<file path="src/rtl/ofifo_pkg.sv">
// ofifo_pkg: shared widths, defaults and sizing helpers for the banked output FIFO.
package ofifo_pkg;

    // Default geometry of the column output buffer.
    localparam int COL_DEF   = 8;
    localparam int BW_DEF    = 4;
    localparam int DEPTH_DEF = 64;

    // Pointer width: wraps naturally because DEPTH is a power of two.
    function automatic int ptr_w(input int depth);
        return $clog2(depth);
    endfunction

    // Count width: one extra bit so a full lane (count == DEPTH) is representable.
    function automatic int cnt_w(input int depth);
        return $clog2(depth) + 1;
    endfunction

    localparam int PTR_W_DEF = $clog2(DEPTH_DEF);
    localparam int CNT_W_DEF = $clog2(DEPTH_DEF) + 1;

endpackage

</file>
<file path="src/rtl/ofifo_lane.sv">
// ofifo_lane: one BW-wide, DEPTH-deep FIFO lane with a combinational head.
// push/pop arrive already qualified by the bank: push never targets a full lane
// unless pop happens in the same cycle, and pop never targets an empty lane.
module ofifo_lane
    import ofifo_pkg::*;
#(
    parameter int BW    = BW_DEF,
    parameter int DEPTH = DEPTH_DEF
) (
    input  logic                       clk,
    input  logic                       reset,
    input  logic                       push,
    input  logic                       pop,
    input  logic [BW-1:0]              din,
    output logic [BW-1:0]              dout,
    output logic [cnt_w(DEPTH)-1:0]    count,
    output logic                       full,
    output logic                       empty
);

    localparam int PW = ptr_w(DEPTH);
    localparam int CW = cnt_w(DEPTH);
    localparam logic [PW-1:0] PTR_ONE  = PW'(1);
    localparam logic [CW-1:0] CNT_ONE  = CW'(1);
    localparam logic [CW-1:0] CNT_FULL = CW'(DEPTH);

    logic [BW-1:0] r_mem [DEPTH];
    logic [PW-1:0] r_wr_ptr;
    logic [PW-1:0] r_rd_ptr;
    logic [CW-1:0] r_count;

    // Storage array: written on push, no reset so it maps onto RAM.
    always_ff @(posedge clk) begin
        if (push) begin
            r_mem[r_wr_ptr] <= din;
        end
    end

    // Pointers and occupancy; a simultaneous push and pop leaves the count unchanged.
    always_ff @(posedge clk) begin
        if (reset) begin
            r_wr_ptr <= '0;
            r_rd_ptr <= '0;
            r_count  <= '0;
        end else begin
            if (push) begin
                r_wr_ptr <= r_wr_ptr + PTR_ONE;
            end
            if (pop) begin
                r_rd_ptr <= r_rd_ptr + PTR_ONE;
            end
            case ({push, pop})
                2'b10:   r_count <= r_count + CNT_ONE;
                2'b01:   r_count <= r_count - CNT_ONE;
                default: r_count <= r_count;
            endcase
        end
    end

    assign dout  = r_mem[r_rd_ptr];
    assign count = r_count;
    assign full  = (r_count == CNT_FULL);
    assign empty = (r_count == '0);

endmodule

</file>
<file path="src/rtl/ofifo_banked.sv">
// ofifo_banked: COL independent FIFO lanes written per column, drained a full row
// at a time once every lane holds data. Row output is registered with a valid pulse.
// Optional sticky overflow/underflow flags are built when OFIFO_ERR_EN is defined.
module ofifo_banked
    import ofifo_pkg::*;
#(
    parameter int COL    = COL_DEF,
    parameter int BW     = BW_DEF,
    parameter int DEPTH  = DEPTH_DEF,
    parameter int AF_LVL = DEPTH - 4
) (
    input  logic                       clk,
    input  logic                       reset,
    input  logic [BW*COL-1:0]          in,
    input  logic [COL-1:0]             wr,
    input  logic                       rd,
    output logic [BW*COL-1:0]          out,
    output logic                       o_out_vld,
    output logic                       o_valid,
    output logic                       o_empty,
    output logic                       o_ready,
    output logic                       o_full,
    output logic                       o_afull,
    output logic [cnt_w(DEPTH)-1:0]    o_level
`ifdef OFIFO_ERR_EN
    ,
    output logic                       o_ovf,
    output logic                       o_udf
`endif
);

    localparam int CW = cnt_w(DEPTH);
    localparam logic [CW-1:0] AF_CNT = CW'(AF_LVL);

    logic [COL-1:0]         w_push;
    logic [COL-1:0]         w_full;
    logic [COL-1:0]         w_empty;
    logic [COL-1:0]         w_af;
    logic [CW-1:0]          w_count [COL];
    logic [CW-1:0]          w_min   [COL];
    logic [BW*COL-1:0]      w_head;
    logic                   w_valid;
    logic                   w_rd_acc;

    logic [BW*COL-1:0]      r_out;
    logic                   r_out_vld;

    // A row is only available when every lane has something to give.
    assign w_valid  = ~|w_empty;
    assign w_rd_acc = rd & w_valid;

    generate
        for (genvar gi = 0; gi < COL; gi++) begin : g_lane
            // A full lane can still take a write when the row pop frees a slot this cycle.
            assign w_push[gi] = wr[gi] & (~w_full[gi] | w_rd_acc);
            assign w_af[gi]   = (w_count[gi] >= AF_CNT);

            ofifo_lane #(
                .BW    (BW),
                .DEPTH (DEPTH)
            ) u_lane (
                .clk   (clk),
                .reset (reset),
                .push  (w_push[gi]),
                .pop   (w_rd_acc),
                .din   (in[BW*gi +: BW]),
                .dout  (w_head[BW*gi +: BW]),
                .count (w_count[gi]),
                .full  (w_full[gi]),
                .empty (w_empty[gi])
            );

            // Running minimum across lanes gives the number of complete rows.
            if (gi == 0) begin : g_min_first
                assign w_min[gi] = w_count[gi];
            end else begin : g_min_next
                assign w_min[gi] = (w_count[gi] < w_min[gi-1]) ? w_count[gi] : w_min[gi-1];
            end
        end
    endgenerate

    // Output row register: captures the heads on an accepted pop, holds otherwise.
    always_ff @(posedge clk) begin
        if (reset) begin
            r_out     <= '0;
            r_out_vld <= 1'b0;
        end else begin
            r_out_vld <= w_rd_acc;
            if (w_rd_acc) begin
                r_out <= w_head;
            end
        end
    end

`ifdef OFIFO_ERR_EN
    logic r_ovf;
    logic r_udf;

    // Sticky error flags: dropped lane writes and reads with no complete row.
    always_ff @(posedge clk) begin
        if (reset) begin
            r_ovf <= 1'b0;
            r_udf <= 1'b0;
        end else begin
            r_ovf <= r_ovf | (|(wr & w_full & {COL{~w_rd_acc}}));
            r_udf <= r_udf | (rd & ~w_valid);
        end
    end

    assign o_ovf = r_ovf;
    assign o_udf = r_udf;
`endif

    assign out       = r_out;
    assign o_out_vld = r_out_vld;
    assign o_valid   = w_valid;
    assign o_empty   = &w_empty;
    assign o_ready   = ~|w_full;
    assign o_full    = &w_full;
    assign o_afull   = |w_af;
    assign o_level   = w_min[COL-1];

endmodule

</file>
<file path="config.mk">
export PLATFORM = sky130hd
export DESIGN_NAME = ofifo_banked
export DESIGN_NICKNAME = d
export VERILOG_FILES = /design/src/rtl/ofifo_pkg.sv /design/src/rtl/ofifo_lane.sv /design/src/rtl/ofifo_banked.sv
export SDC_FILE = /design/constraint.sdc
export NUM_CORES = 2
export LEC_CHECK = 0
export ABC_AREA = 0
export BUFFER_PORTS_ARGS = -buffer_cell sky130_fd_sc_hd__buf_2
export CAP_MARGIN = 20
export CORE_UTILIZATION = 50
export CTS_BUF_LIST = sky130_fd_sc_hd__clkbuf_16
export CTS_CLUSTER_DIAMETER = 100
export DETAILED_ROUTE_END_ITERATION = 8
export PLACE_DENSITY = 0.67
export RECOVER_POWER = 25
export SLEW_MARGIN = 20
export SYNTH_ARGS = -nofsm -noshare
export SYNTH_HDL_FRONTEND = slang
export SYNTH_SLANG_ARGS = --single-unit
</file>
<file path="constraint.sdc">
create_clock -name clk -period 21.4 [get_ports clk]
set_clock_uncertainty 0.2 [all_clocks]
set_input_delay 4.28 -clock clk [delete_from_list [all_inputs] [get_ports clk]]
set_output_delay 4.28 -clock clk [all_outputs]
set_load 0.01 [all_outputs]
</file>
==> results.cfg <==
[status]
outcome = finished, violations left
failed_checks = max-capacitance violations, max-slew violations

[timing]
holdWs_ps = 251
rsz0062_at_grt = no
drv_slew = 1430
hold_viol = 0
setup_viol_count_final = 0
tns_ps = 0
layout_min_cycle_time_ps = 17580
setup_ws_ps = 3820
fmax_ghz = 0.0569
min_period_over_period = 0.822
worst_pin_slew_ps = 2900
relSlewSlack = -0.935

[clock_tree]
insertion_delay_ps = 880
htree_num_levels = 4
ctsHoldBuffers = 0
cts.sinks = 2233
cts.path.max_buffers = 3
cts_tree = done
cts_inserted_buffers = 220
post_cts_buffers = 0
cts_resized = 0
root_buffer = clkbuf_16
clk_pin_slew_ps = 60

[synthesis]
async_reset_ff_frac = 0
synth.distinct_cells = 75
synth_flop_cell = edfxtp_1
synth_edf_count = 2048
yosys-top-cells-area = edfxtp_1, mux4_2, dfxtp_1
synth-seq-cells = 2233
synth_fp_nets = 5268
yosysWarningCount = 0
ys_seq_area_frac = 0.712
synthesis.area_um2 = 91600
synth_top_area_cell = edfxtp_1
syn_avg_cell_area_um2 = 17.8
synthCells = 5140
yosys.area.top_type_share = 0.672

[critical_path]
r2r_end = g_lane[4].u_lane.r_mem[31][3]
crit_type = reg2out
reg2reg_slack_ps = 15870
cp_top_family = compound AO/OA/AOI/OAI gates
max_stage_delay_ps = 590
required_ps = 16920
cp_slowest_cell = a21oi_2
r2r-start = g_lane[4].u_lane.count[3]
cp_num_buf_inv = 6
path_common_cell = ha_1
start_kind = flop
cp.arrival_ps = 13100
end_kind = output pin
rr_worst_depth = 12
cp_max_fo = 16

[place]
port_buffers = 87
dpl.hpwl_um = 117000
place_congestion = 0.814
place_ws_ps = 4780
place_inst = 7359

[die]
ios = 88
die_h_um = 430
dieArea_um2 = 185000
start_util = 0.505
core-area_um2 = 181000
die_x_um = 430
rows = 156

[pwr]
power.density_nw_per_um2 = 89.4
irDropWorstVdd_mv = 0.0668
p_int_mw = 7.10
p_clk_frac = 0.422
total_leakage_power_nw = 31.4
swShare = 0.218
seqPwrFrac = 0.528
pwr-share-comb = 0.050
p_sw_mw = 1.98

[hold_path]
holdPathEnd = out[15]
worstHoldPathType = reg2reg
min_from = out[15]
holdPathStages = 2

[routing]
post-route-drc-count = 0
wire_per_inst_um = 24.4
drtIter0Drc = 3958
wirelength_um = 190000
drt_first_pass_iters = 5
vias = 45900
ant_nets = 0
via_per_inst = 5.89

[job]
max_cap_viol_count = 22

[cells_and_area]
synthToLayoutAreaGrowth_pct = 10.9
fin_nets = 5340
drive_gt1_frac = 0.209
stdcell_count = 7778

[global_routing]
grt_max_degree = 78
antenna_found_initial = 6
grt_pass1_vias = 47100
grt_pass1_wl_um = 293000
grt_use_total = 0.208
gr-total-overflow = 0
## routing by layer
layer | wire (um) | track usage | share of wire | vias up
li1 | - | - | - | 20400
met1 | 82000 | 0.297 | 0.43 | 23900
met5 | 0 | 0 | 0 | -
met2 | 92900 | 0.332 | 0.49 | 1264
met3 | 10700 | 0.0327 | 0.056 | 270
met4 | 4370 | 0.0597 | 0.023 | 0
## how the worst max path moves through the flow
stage	to	cells after the start	startpoint	slack (ps)
finish	o_level[1]	53	g_lane[0].u_lane.count[2]	3820
global route	o_level[2]	54	g_lane[0].u_lane.count[2]	2880
detailed placement	o_level[1]	53	g_lane[0].u_lane.count[2]	4780
floorplan	o_level[1]	59	g_lane[0].u_lane.count[5]	6440
global placement	o_level[3]	54	g_lane[0].u_lane.count[2]	5040
CTS	o_level[1]	53	g_lane[0].u_lane.count[2]	3820
## logic make-up (layout without fill, tap and decap cells)
logic type	after synthesis	after routing	share of synthesized area
compound gates	360	360	0.0252
fa+ha+maj	95	95	0.0134
other cells	0	1	0
buf+inv	353	620	0.0150
mux	727	727	0.165
xor+xnor	123	123	0.0118
simple gates	1249	1249	0.0578
flops	2233	2233	0.712
## registers in the layout, indices dropped and copies added (netlist names)
register / cells
g_lane.u_lane.r_mem: 2048
o_out_vld: 1
g_lane.u_lane.r_wr_ptr: 48
out: 32
g_lane.u_lane.r_rd_ptr: 48
g_lane.u_lane.count: 56
## cells in the mapped netlist, types with 3 or more instances
| cell type | instances |
|---|---|
| o21a_1 | 9 |
| buf_6 | 6 |
| o22a_1 | 3 |
| or3_1 | 11 |
| nand3_1 | 48 |
| inv_1 | 71 |
| o22ai_1 | 23 |
| nand3b_1 | 17 |
| o21ai_0 | 51 |
| nor2b_1 | 35 |
| maj3_1 | 8 |
| mux2_2 | 4 |
| nand2_1 | 211 |
| o21ai_1 | 5 |
| xnor2_1 | 55 |
| o221ai_1 | 20 |
| nor2_1 | 798 |
| nand2b_1 | 10 |
| mux4_2 | 620 |
| and3_1 | 15 |
| nor3_1 | 11 |
| or3b_2 | 12 |
| buf_1 | 85 |
| clkbuf_1 | 187 |
| and2_1 | 6 |
| o211ai_1 | 13 |
| mux2i_2 | 5 |
| fa_1 | 8 |
| a22oi_1 | 4 |
| or2_2 | 17 |
| dfxtp_1 | 185 |
| xor2_1 | 68 |
| ha_1 | 77 |
| edfxtp_1 | 2048 |
| a211oi_1 | 20 |
| mux2i_1 | 95 |
| a21oi_1 | 147 |
| o2111ai_1 | 3 |
| nand4_1 | 39 |
| a21o_1 | 33 |
| nor4_1 | 7 |
## cell type report
type,count,area [um2]
tap,2370,2970
timing repair buffer,130,766
fill,13600,79800
clock buffer,220,5510
clock inverter,197,1800
inverter,73,274
sequential,2233,65200
multi-input combinational,2554,25000
antenna,1,2.50
## power groups by stage
stage               registers [mW]  logic (mW)  clock network, mW
finish                        4.80       0.458               3.83
global route                  4.80       0.500               4.07
CTS                           4.79       0.463               3.91
detailed placement            4.88       0.461                  0
global placement              4.88       0.450                  0
floorplan                     4.88       0.332                  0
## layout by cell type, fill, tap and decap left out, drive strengths merged, types with 102 or more instances in the layout
cell type and instances:
dfxtp 185, nor2 798, clkbuf 243, inv 125, mux2i 102, nand2 212
buf 107, a21oi 151, mux4 620, edfxtp 2048
## worst reg2reg max path, cell delays in order, from the launching register on
cell	delay (ps)
dfxtp_1	650
nor2_1	180
nand3_1	160
o22ai_1	120
nor4_2	290
buf_4	250
and2_4	640
buf_4	690
o21ai_0	380
nor2_1	340
nand3_1	620
or2_2	560
inv_1	150
## stage by stage
step                total power, mW   util  instance area, um2
floorplan                      5.21      -               91600
global placement               5.33  0.520               94200
detailed placement             5.34  0.520               94200
CTS                            9.16  0.560              102000
global route                   9.36  0.560              102000
finish                         9.08  0.560              102000
(Power assumes the default switching activity.)
